File: config.mk
export PLATFORM = sky130hd
export DESIGN_NAME = dht11_responder
export DESIGN_NICKNAME = d
export VERILOG_FILES = /design/src/rtl/dht11_responder.sv
export SDC_FILE = /design/constraint.sdc
export NUM_CORES = 1
export LEC_CHECK = 0
export CAP_MARGIN = 20
export CORE_ASPECT_RATIO = 0.75
export CORE_UTILIZATION = 48
export CTS_CLUSTER_DIAMETER = 30
export DETAILED_ROUTE_END_ITERATION = 6
export DONT_BUFFER_PORTS = 1
export MAX_ROUTING_LAYER = met4
export PLACE_DENSITY = 0.68
export SLEW_MARGIN = 40
export SYNTH_ARGS = -nofsm -noshare
export SYNTH_HDL_FRONTEND = slang
export SYNTH_SLANG_ARGS = --single-unit
File: constraint.sdc
create_clock -name hwclk -period 4.9 [get_ports hwclk]
set_input_delay 0.245 -clock hwclk [delete_from_list [all_inputs] [get_ports hwclk]]
set_output_delay 0.245 -clock hwclk [all_outputs]
set_load 0.01 [all_outputs]
File: src/rtl/dht11_responder.sv
// -----------------------------------------------------------------------------
// dht11_responder
//   Responder end of the DHT11 single-wire protocol. It watches the
//   open-drain data line for a host start pulse. It then sends the 80 us
//   low / 80 us high acknowledge and a 40-bit frame: hum_int, hum_dec,
//   temp_int, temp_dec and the checksum, MSB first. Each bit is a 50 us low
//   followed by a 26 us (bit 0) or 70 us (bit 1) high. A final 50 us low
//   closes the frame.
//
//   Optional feature macro: DHT_FAULT_INJECT_EN
//     When defined, the err_inj input is added. It is sampled when the frame
//     is latched, and err_inj=1 flips bit 0 of the transmitted checksum.
//
// Parameters
//   CLK_HZ        hwclk frequency; an integer multiple of 1 MHz, >= 2 MHz
//   START_MIN_US  minimum host low time (us) accepted as a start request
//                 (must fit the 15-bit us counter)
//   RESP_WAIT_US  delay from host release to the responder pulling low
//
// Ports
//   hwclk       in   system clock (only clock)
//   rst         in   asynchronous, active-high reset
//   dq_in       in   data line as seen at the pad, asynchronous to hwclk
//   dq_oe       out  1 = pull the line low, 0 = release it to the pull-up
//   hum_int     in   humidity integer byte
//   hum_dec     in   humidity decimal byte
//   temp_int    in   temperature integer byte
//   temp_dec    in   temperature decimal byte
//   err_inj     in   (DHT_FAULT_INJECT_EN only) corrupt the checksum
//   busy        out  high from start acceptance until the end of END_LOW
//   frame_done  out  one-cycle pulse as END_LOW completes
//   dbg_state   out  current FSM state, for observation only
//
// Handshake: there is no valid/ready interface. The data bytes are sampled
// on the single cycle the start request is accepted. After that they may
// change freely without affecting the frame in flight.
// -----------------------------------------------------------------------------
module dht11_responder #(
   parameter int CLK_HZ       = 12_000_000,
   parameter int START_MIN_US = 18000,
   parameter int RESP_WAIT_US = 30
) (
   input  logic       hwclk,
   input  logic       rst,
   input  logic       dq_in,
   output logic       dq_oe,
   input  logic [7:0] hum_int,
   input  logic [7:0] hum_dec,
   input  logic [7:0] temp_int,
   input  logic [7:0] temp_dec,
`ifdef DHT_FAULT_INJECT_EN
   input  logic       err_inj,
`endif
   output logic       busy,
   output logic       frame_done,
   output logic [2:0] dbg_state
);

   localparam int DIV = CLK_HZ / 1_000_000;
   localparam int PW  = $clog2(DIV);

   typedef enum logic [2:0] {
      S_IDLE     = 3'd0,
      S_HOST_LOW = 3'd1,
      S_WAIT_REL = 3'd2,
      S_ACK_LOW  = 3'd3,
      S_ACK_HIGH = 3'd4,
      S_BIT_LOW  = 3'd5,
      S_BIT_HIGH = 3'd6,
      S_END_LOW  = 3'd7
   } state_t;

   state_t      state, state_next;
   logic [1:0]  sync_q;
   logic        dq_s;
   logic [PW-1:0] pre_cnt;
   logic        tick;
   logic [14:0] us_cnt;
   logic [39:0] shreg;
   logic [5:0]  bit_idx;
   logic        latch_frame;
   logic        shift_bit;
   logic        end_frame;
   logic [14:0] bit_high_last;
   logic [7:0]  csum;
   logic [7:0]  csum_tx;

   // 2-FF synchronizer. It resets to 1 because the idle line is pulled up.
   always_ff @(posedge hwclk or posedge rst) begin
      if (rst) sync_q <= 2'b11;
      else     sync_q <= {sync_q[0], dq_in};
   end
   assign dq_s = sync_q[1];

   // Free-running 1 us prescaler. A state entry does not realign it, which
   // gives the +0/-1 tick quantization of every interval.
   always_ff @(posedge hwclk or posedge rst) begin
      if (rst)                          pre_cnt <= '0;
      else if (pre_cnt == PW'(DIV - 1)) pre_cnt <= '0;
      else                              pre_cnt <= pre_cnt + 1'b1;
   end
   assign tick = (pre_cnt == PW'(DIV - 1));

   // Microseconds spent in the current state. It saturates at all-ones.
   always_ff @(posedge hwclk or posedge rst) begin
      if (rst)                          us_cnt <= '0;
      else if (state_next != state)     us_cnt <= '0;
      else if (tick && us_cnt != '1)    us_cnt <= us_cnt + 1'b1;
   end

   assign csum = hum_int + hum_dec + temp_int + temp_dec;
`ifdef DHT_FAULT_INJECT_EN
   assign csum_tx = csum ^ {7'd0, err_inj};
`else
   assign csum_tx = csum;
`endif

   // The final tick of the bit-high interval depends on the bit being sent.
   assign bit_high_last = shreg[39] ? 15'd69 : 15'd25;

   // State register
   always_ff @(posedge hwclk or posedge rst) begin
      if (rst) state <= S_IDLE;
      else     state <= state_next;
   end

   // Next state. An interval of N us ends on the tick where us_cnt == N-1.
   always_comb begin
      state_next = state;
      end_frame  = 1'b0;
      case (state)
         S_IDLE:     if (!dq_s) state_next = S_HOST_LOW;
         S_HOST_LOW: begin
            if (dq_s) begin
               if (us_cnt >= 15'(START_MIN_US)) state_next = S_WAIT_REL;
               else                             state_next = S_IDLE;
            end
         end
         S_WAIT_REL: if (tick && us_cnt == 15'(RESP_WAIT_US - 1)) state_next = S_ACK_LOW;
         S_ACK_LOW:  if (tick && us_cnt == 15'd79) state_next = S_ACK_HIGH;
         S_ACK_HIGH: if (tick && us_cnt == 15'd79) state_next = S_BIT_LOW;
         S_BIT_LOW:  if (tick && us_cnt == 15'd49) state_next = S_BIT_HIGH;
         S_BIT_HIGH: begin
            if (tick && us_cnt == bit_high_last) begin
               if (bit_idx == 6'd39) state_next = S_END_LOW;
               else                  state_next = S_BIT_LOW;
            end
         end
         S_END_LOW: begin
            if (tick && us_cnt == 15'd49) begin
               state_next = S_IDLE;
               end_frame  = 1'b1;
            end
         end
         default:    state_next = S_IDLE;
      endcase
   end

   assign latch_frame = (state == S_HOST_LOW) && (state_next == S_WAIT_REL);
   assign shift_bit   = (state == S_BIT_HIGH) && (state_next != S_BIT_HIGH);

   // Frame shift register and bit index
   always_ff @(posedge hwclk or posedge rst) begin
      if (rst) begin
         shreg   <= '0;
         bit_idx <= '0;
      end else if (latch_frame) begin
         shreg   <= {hum_int, hum_dec, temp_int, temp_dec, csum_tx};
         bit_idx <= '0;
      end else if (shift_bit) begin
         shreg   <= {shreg[38:0], 1'b0};
         bit_idx <= bit_idx + 1'b1;
      end
   end

   // frame_done is registered on the END_LOW exit edge, so it coincides with
   // the release of dq_oe.
   always_ff @(posedge hwclk or posedge rst) begin
      if (rst) frame_done <= 1'b0;
      else     frame_done <= end_frame;
   end

   // dq_oe is decoded from the state register. The asynchronous reset of
   // that register releases the line immediately.
   always_comb begin
      dq_oe = 1'b0;
      busy  = 1'b0;
      case (state)
         S_ACK_LOW, S_BIT_LOW, S_END_LOW: dq_oe = 1'b1;
         default:                         dq_oe = 1'b0;
      endcase
      case (state)
         S_WAIT_REL, S_ACK_LOW, S_ACK_HIGH,
         S_BIT_LOW, S_BIT_HIGH, S_END_LOW: busy = 1'b1;
         default:                          busy = 1'b0;
      endcase
   end

   assign dbg_state = state;

endmodule
# == Word level (Yosys, flattened, before mapping) ==
# Index checks and enable logic that the tools add are counted.
# word_totals
regBits,71
input_bits,35
out_inout_bits,6
word_cells,66
# op_classes
add_sub_neg,6
magnitude_cmp,1
n_eq_ne,17
n_mux,23
n_reduce_logical,12
# op_table
op,count
40-bit 2-to-1 mux,2
15-bit 2-to-1 mux,2
8-bit adder,3
3-bit 2-to-1 mux,8
3-bit case mux with 8 select lines,1
"15-bit by 1-bit adder with 15-bit output, second input constant",1
"15-bit by 5-bit equality test with 1-bit output, second input constant",1
"15-bit by 6-bit equality test with 1-bit output, second input constant",1
15-bit by 7-bit equality test with 1-bit output,1
"15-bit by 7-bit equality test with 1-bit output, second input constant",1
"15-bit >= comparator, second input constant",1
"15-bit inequality test, second input constant",1
"3-bit equality test, second input constant",4
6-bit 2-to-1 mux,2
"3-bit by 2-bit equality test with 1-bit output, second input constant",3
1-bit logical AND,7
7-bit 2-to-1 mux,1
"6-bit by 1-bit adder with 6-bit output, second input constant",1
"6-bit equality test, second input constant",1
6-bit OR reduction,1
"4-bit by 1-bit adder with 4-bit output, second input constant",1
"4-bit equality test, second input constant",1
1-bit 2-to-1 mux,4
2-bit 2-to-1 mux,2
7 further kinds,8

# == Logic depth before layout (Yosys ltp) ==
# logic_depth
word_depth,9
mapped_depth,12
ltp_nobuf,12

# == Worst setup path after synthesis ==
# No wires, ideal clock.
# synth_path
kind,input to register
startpoint,input hum_int[1]
endpoint,register shreg[7]
setup_time_ns,0.137
t_arrival_ns,2.650
path_slack_ns,2.114
path_stages,12
path_buffers,0
cell_sequence,inv_1 -> fa_1 -> fa_1 -> inv_1 -> ha_1 -> fa_1 -> a21o_1 -> a21oi_1 -> o21ai_0 -> xnor2_1 -> nand2_1 -> o21ai_0
# synth_between
elab_chain_cells,4
# synth_rtl
element,line,text
start: declaration,47,"input logic [7:0] hum_int,"
8-bit adder (3 in a row),111,assign csum = hum_int + hum_dec + temp_int + temp_dec;
40-bit 2-to-1 mux,167,end else if (latch_frame) begin
end signal: assignment,168,"shreg <= {hum_int, hum_dec, temp_int, temp_dec, csum_tx};"
end signal: assignment,171,"shreg <= {shreg[38:0], 1'b0};"
end: declaration,79,logic [39:0] shreg;
# Every way passes these cells.
# A chain may end at the register's enable or synchronous reset.

# == Worst setup path after layout ==
# layout_path
startpoint,register us_cnt[14]
endpoint,register shreg[9]
# layout_between
elab_chain_cells,7
# layout_rtl
element,line,text
start: declaration,78,logic [14:0] us_cnt;
start signal: assignment,108,else if (tick && us_cnt != '1) us_cnt <= us_cnt + 1'b1;
"15-bit >= comparator, or another cell as far along",135,if (us_cnt >= 15'(START_MIN_US)) state_next = S_WAIT_REL;
"2-bit 2-to-1 mux, or another cell as far along",135,
"3-bit 2-to-1 mux, or another cell as far along",134,if (dq_s) begin
3-bit case mux with 8 select lines *,131,case (state)
3-bit by 2-bit equality test with 1-bit output or 3-bit inequality test (tied branches),"159, 160",
1-bit logical AND (on tied branches),"159, 160",
40-bit 2-to-1 mux or 2-bit nonzero test (tied branches),--,
# Mark *: on every way between the ends. The rest lies on a longest branch, timed or not.

==> run_results.csv <==
group,metric,value,unit
synthesis,synth_nets,497,
floorplanning,core-area,8058,µm²
synthesis,synth_area_leaders,"dfrtp_1, nand2_1, fa_1",
synthesis,ys_async_sr_fraction,1.000,
floorplanning,row_count,28,
timing,drv_slew,0,
synthesis,ys_ff_latch,71,
clock_tree,cts_resized,0,
setup_path,path_class,"reg2reg",
route,vias,3078,
global_route,overflow,0,
setup_path,cp_max_fo,42,
synthesis,syn_area,4064,µm²
route,drt-initial-drc-count,206,
synthesis,synth.top_cell.area_share,0.4249,
global_route,grt_pass1_vias,2855,
floorplanning,initial_core_util,0.5043,
setup_path,critPathTopFamily,"simple AND/OR/NAND/NOR gates",
worst_hold_path,hold_depth,2,
setup_path,cp.depth,8,
synthesis,synthDistinctLibCells,50,
route,drc,0,
timing,period_share,0.5851,
setup_path,crit_slowest_cell,"or4_4",
placed_design,dp_slack,1.978,ns
setup_path,required,5.11,ns
clock_tree,ctsLongestPathBuffers,2,
setup_path,worst_setup_path_end_kind,"register",
timing,worst_slew_pin_slew,0.7639,ns
clock_tree,clkSlewWorstSetupHoldPaths,0.06,ns
setup_path,worst-path-buf-inv,2,
timing,period_minus_slack,2.867,ns
global_route,antenna_found_initial,0,
synthesis,synth-edff-count,0,
synthesis,yosys.area.top_type,"dfrtp_1",
setup_path,critical_path_arrival,3.08,ns
route,wl,8921,µm
setup_path,rr_worst_depth,8,
worst_hold_path,hold_path.class,"in2reg",
power,cellPowerDensity,321.1,nW/µm²
synthesis,synth_flop_cell,"dfrtp_1",
synthesis,yosysWarnings,0,
timing,final.setup.tns,0,ns
clock_tree,post_cts_buffers,0,
finish,num-fill-cells,712,
clock_tree,cts_made_buffers,9,
power,ir_drop,0.0002215,V
flow_run,maxCapViolations,0,
outcome,status,"finished clean",
floorplanning,die_area,8842,µm²
clock_tree,insertion_delay,0.33,ns
route,vias_per_cell,5.658,
global_route,grt_use_total,0.2260,
placed_design,io_buffers,0,
floorplanning,ioPinCount,41,
synthesis,avgSynthCellArea,9.321,µm²
timing,setup_slack,2.033,ns
synthesis,ys_seq_area_frac,0.4378,
finish,synthToLayoutAreaGrowth,10.04,%
clock_tree,cts_root_buffer,"clkbuf_16",
timing,setup_violations,0,
route,drtPass1Iterations,5,
timing,fmax,348.8,MHz
clock_tree,cts_tree,"yes",
route,ant_nets,0,
synthesis,syn_inst,436,
clock_tree,htree_num_levels,3,
finish,finalNetCount,495,
route,wl_per_cell,16.40,µm
global_route,grt_pass1_wl,14400,µm
timing,grt_setup_unrepaired,"false",
timing,fin_skew,0.009023,ns
setup_path,worst_path_largest_cell_delay,0.61,ns
finish,antenna_cells,0,
timing,hold_ws,0.03723,ns
timing,hold_viol,0,
setup_path,path_cells,"or4_4 -> a2111oi_4 -> and4_1 -> buf_4 -> nor2_2 -> buf_4 -> nand2_1 -> nand2_1",
power,leakage,0.002011,µW
clock_tree,cts_sinks,71,
placed_design,gp_congestion,0.8505,
timing,slew_headroom,0.4902,
global_route,grt_max_degree,72,
finish,layout-drive-gt1-share,0.07289,
floorplanning,die_x,108.2,µm
setup_path,critPathLaunchType,"register",
floorplanning,die_h,81.69,µm
placed_design,dp_hpwl,6305,µm
## flip-flops by register name, indices dropped and copies added (netlist names)
name        count
sync_q          2
pre_cnt         4
frame_done      1
us_cnt         15
shreg          40
dbg_state       3
bit_idx         6
## worst reg2reg max path: cells and delay by family, from the launching register on
kind / cells / cell delay [ns]
AND/OR/NAND/NOR: 5 / 1.31
buffers and inverters: 2 / 0.68
flip-flops: 1 / 0.45
AO/OA/AOI/OAI: 1 / 0.31
## Yosys cell counts, types with 2 or more instances
| cell type | count |
|---|---|
| o21ai_0 | 13 |
| nor2_1 | 30 |
| nand2b_1 | 2 |
| mux2i_1 | 3 |
| buf_1 | 3 |
| a21oi_1 | 11 |
| nor3_1 | 7 |
| o21a_1 | 2 |
| or3b_2 | 2 |
| ha_1 | 12 |
| a21o_1 | 2 |
| dfrtp_1 | 69 |
| nand2_1 | 93 |
| or3_1 | 4 |
| and4_1 | 2 |
| nand4_1 | 11 |
| xnor2_1 | 10 |
| a22oi_1 | 34 |
| nand4b_1 | 2 |
| buf_2 | 4 |
| o22ai_1 | 2 |
| xor2_1 | 16 |
| clkbuf_1 | 11 |
| a31oi_1 | 2 |
| or4_1 | 2 |
| nand3_1 | 7 |
| fa_1 | 14 |
| inv_1 | 39 |
| dfstp_2 | 2 |
| nor4_1 | 2 |
| and3_1 | 4 |
## metal layers
metal	track usage	wire (µm)	up-vias
met1	0.3281	4372	1502
met3	0.06667	723	8
li1	-	-	1476
met4	0.07397	94	0
met5	-	0	-
met2	0.2968	3731	92
## power by group
group | switching (µW) | leakage (µW) | internal, µW
clock network | 239 | 0.000146 | 405
registers | 9.79 | 0.000778 | 591
logic | 106 | 0.00109 | 84.5
total | 355 | 0.00201 | 1080
## layout make-up
class / instances / area [µm²] / area share
multi-input combinational: 307 / 2069 / 0.4628
sequential: 71 / 1779 / 0.3979
clock buffer: 12 / 246.5 / 0.05512
inverter: 39 / 146.4 / 0.03274
tap: 105 / 131.4 / 0.02938
timing repair buffer: 6 / 53.80 / 0.01203
clock inverter: 4 / 45.04 / 0.01007
## repair_timing
action                                 CTS  global route
hold buffers                             2             0
endpoints found under the hold margin   70             0
setup endpoints to repair                0             0
## through the flow
step                      instance area [µm²]  cells    util  power (µW)
after detailed placement                 4154    526  0.5155       801.0
final                                    4472    544  0.5550        1436
after global routing                     4472    544  0.5550        1501
after CTS                                4466    544  0.5542        1451
after floorplan                          4064    436       -       766.3
after global placement                   4144    526  0.5143       797.0
## final timing paths
path,from,end,slack [ns]
worst max-delay path,us_cnt[14],shreg[9],2.03
worst min-delay path,temp_dec[5],shreg[13],0.04
worst max register to register,us_cnt[14],shreg[9],2.03
worst min register to register,sync_q[0],sync_q[1],0.36
max in group asynchronous,rst,pre_cnt[1],3.90
min in group asynchronous,rst,shreg[29],0.51
## cells in the final DEF (no fill, tap or decap), types with 2 or more instances in the layout
cell type      instances
a21o_1                 2
a21oi_1               11
a22oi_1               34
and3_1                 4
and4_1                 2
buf_4                  3
clkbuf_1               2
clkbuf_16              9
clkinv_2               3
dfrtp_1               69
dfstp_2                2
dlygate4sd3_1          2
fa_1                  14
ha_1                  12
inv_1                 38
mux2i_1                3
nand2_1               93
nand2b_1               2
nand3_1                7
nand4_1               11
nand4b_1               2
nor2_1                29
nor3_1                 7
o21a_1                 2
o21ai_0               12
o22ai_1                2
or3_1                  4
or3b_2                 2
or4_1                  2
xnor2_1               10
xor2_1                16
## cells by family after synthesis
kind of cell	synth area share
AOI/OAI and AO/OA	0.1265
xor gates and xnor gates	0.05603
adders and majority gates	0.1059
buffers and inverters	0.05665
DFF	0.4378
muxes	0.01385
and+or+nand+nor	0.2032
Power figures use the tool's default switching activity.
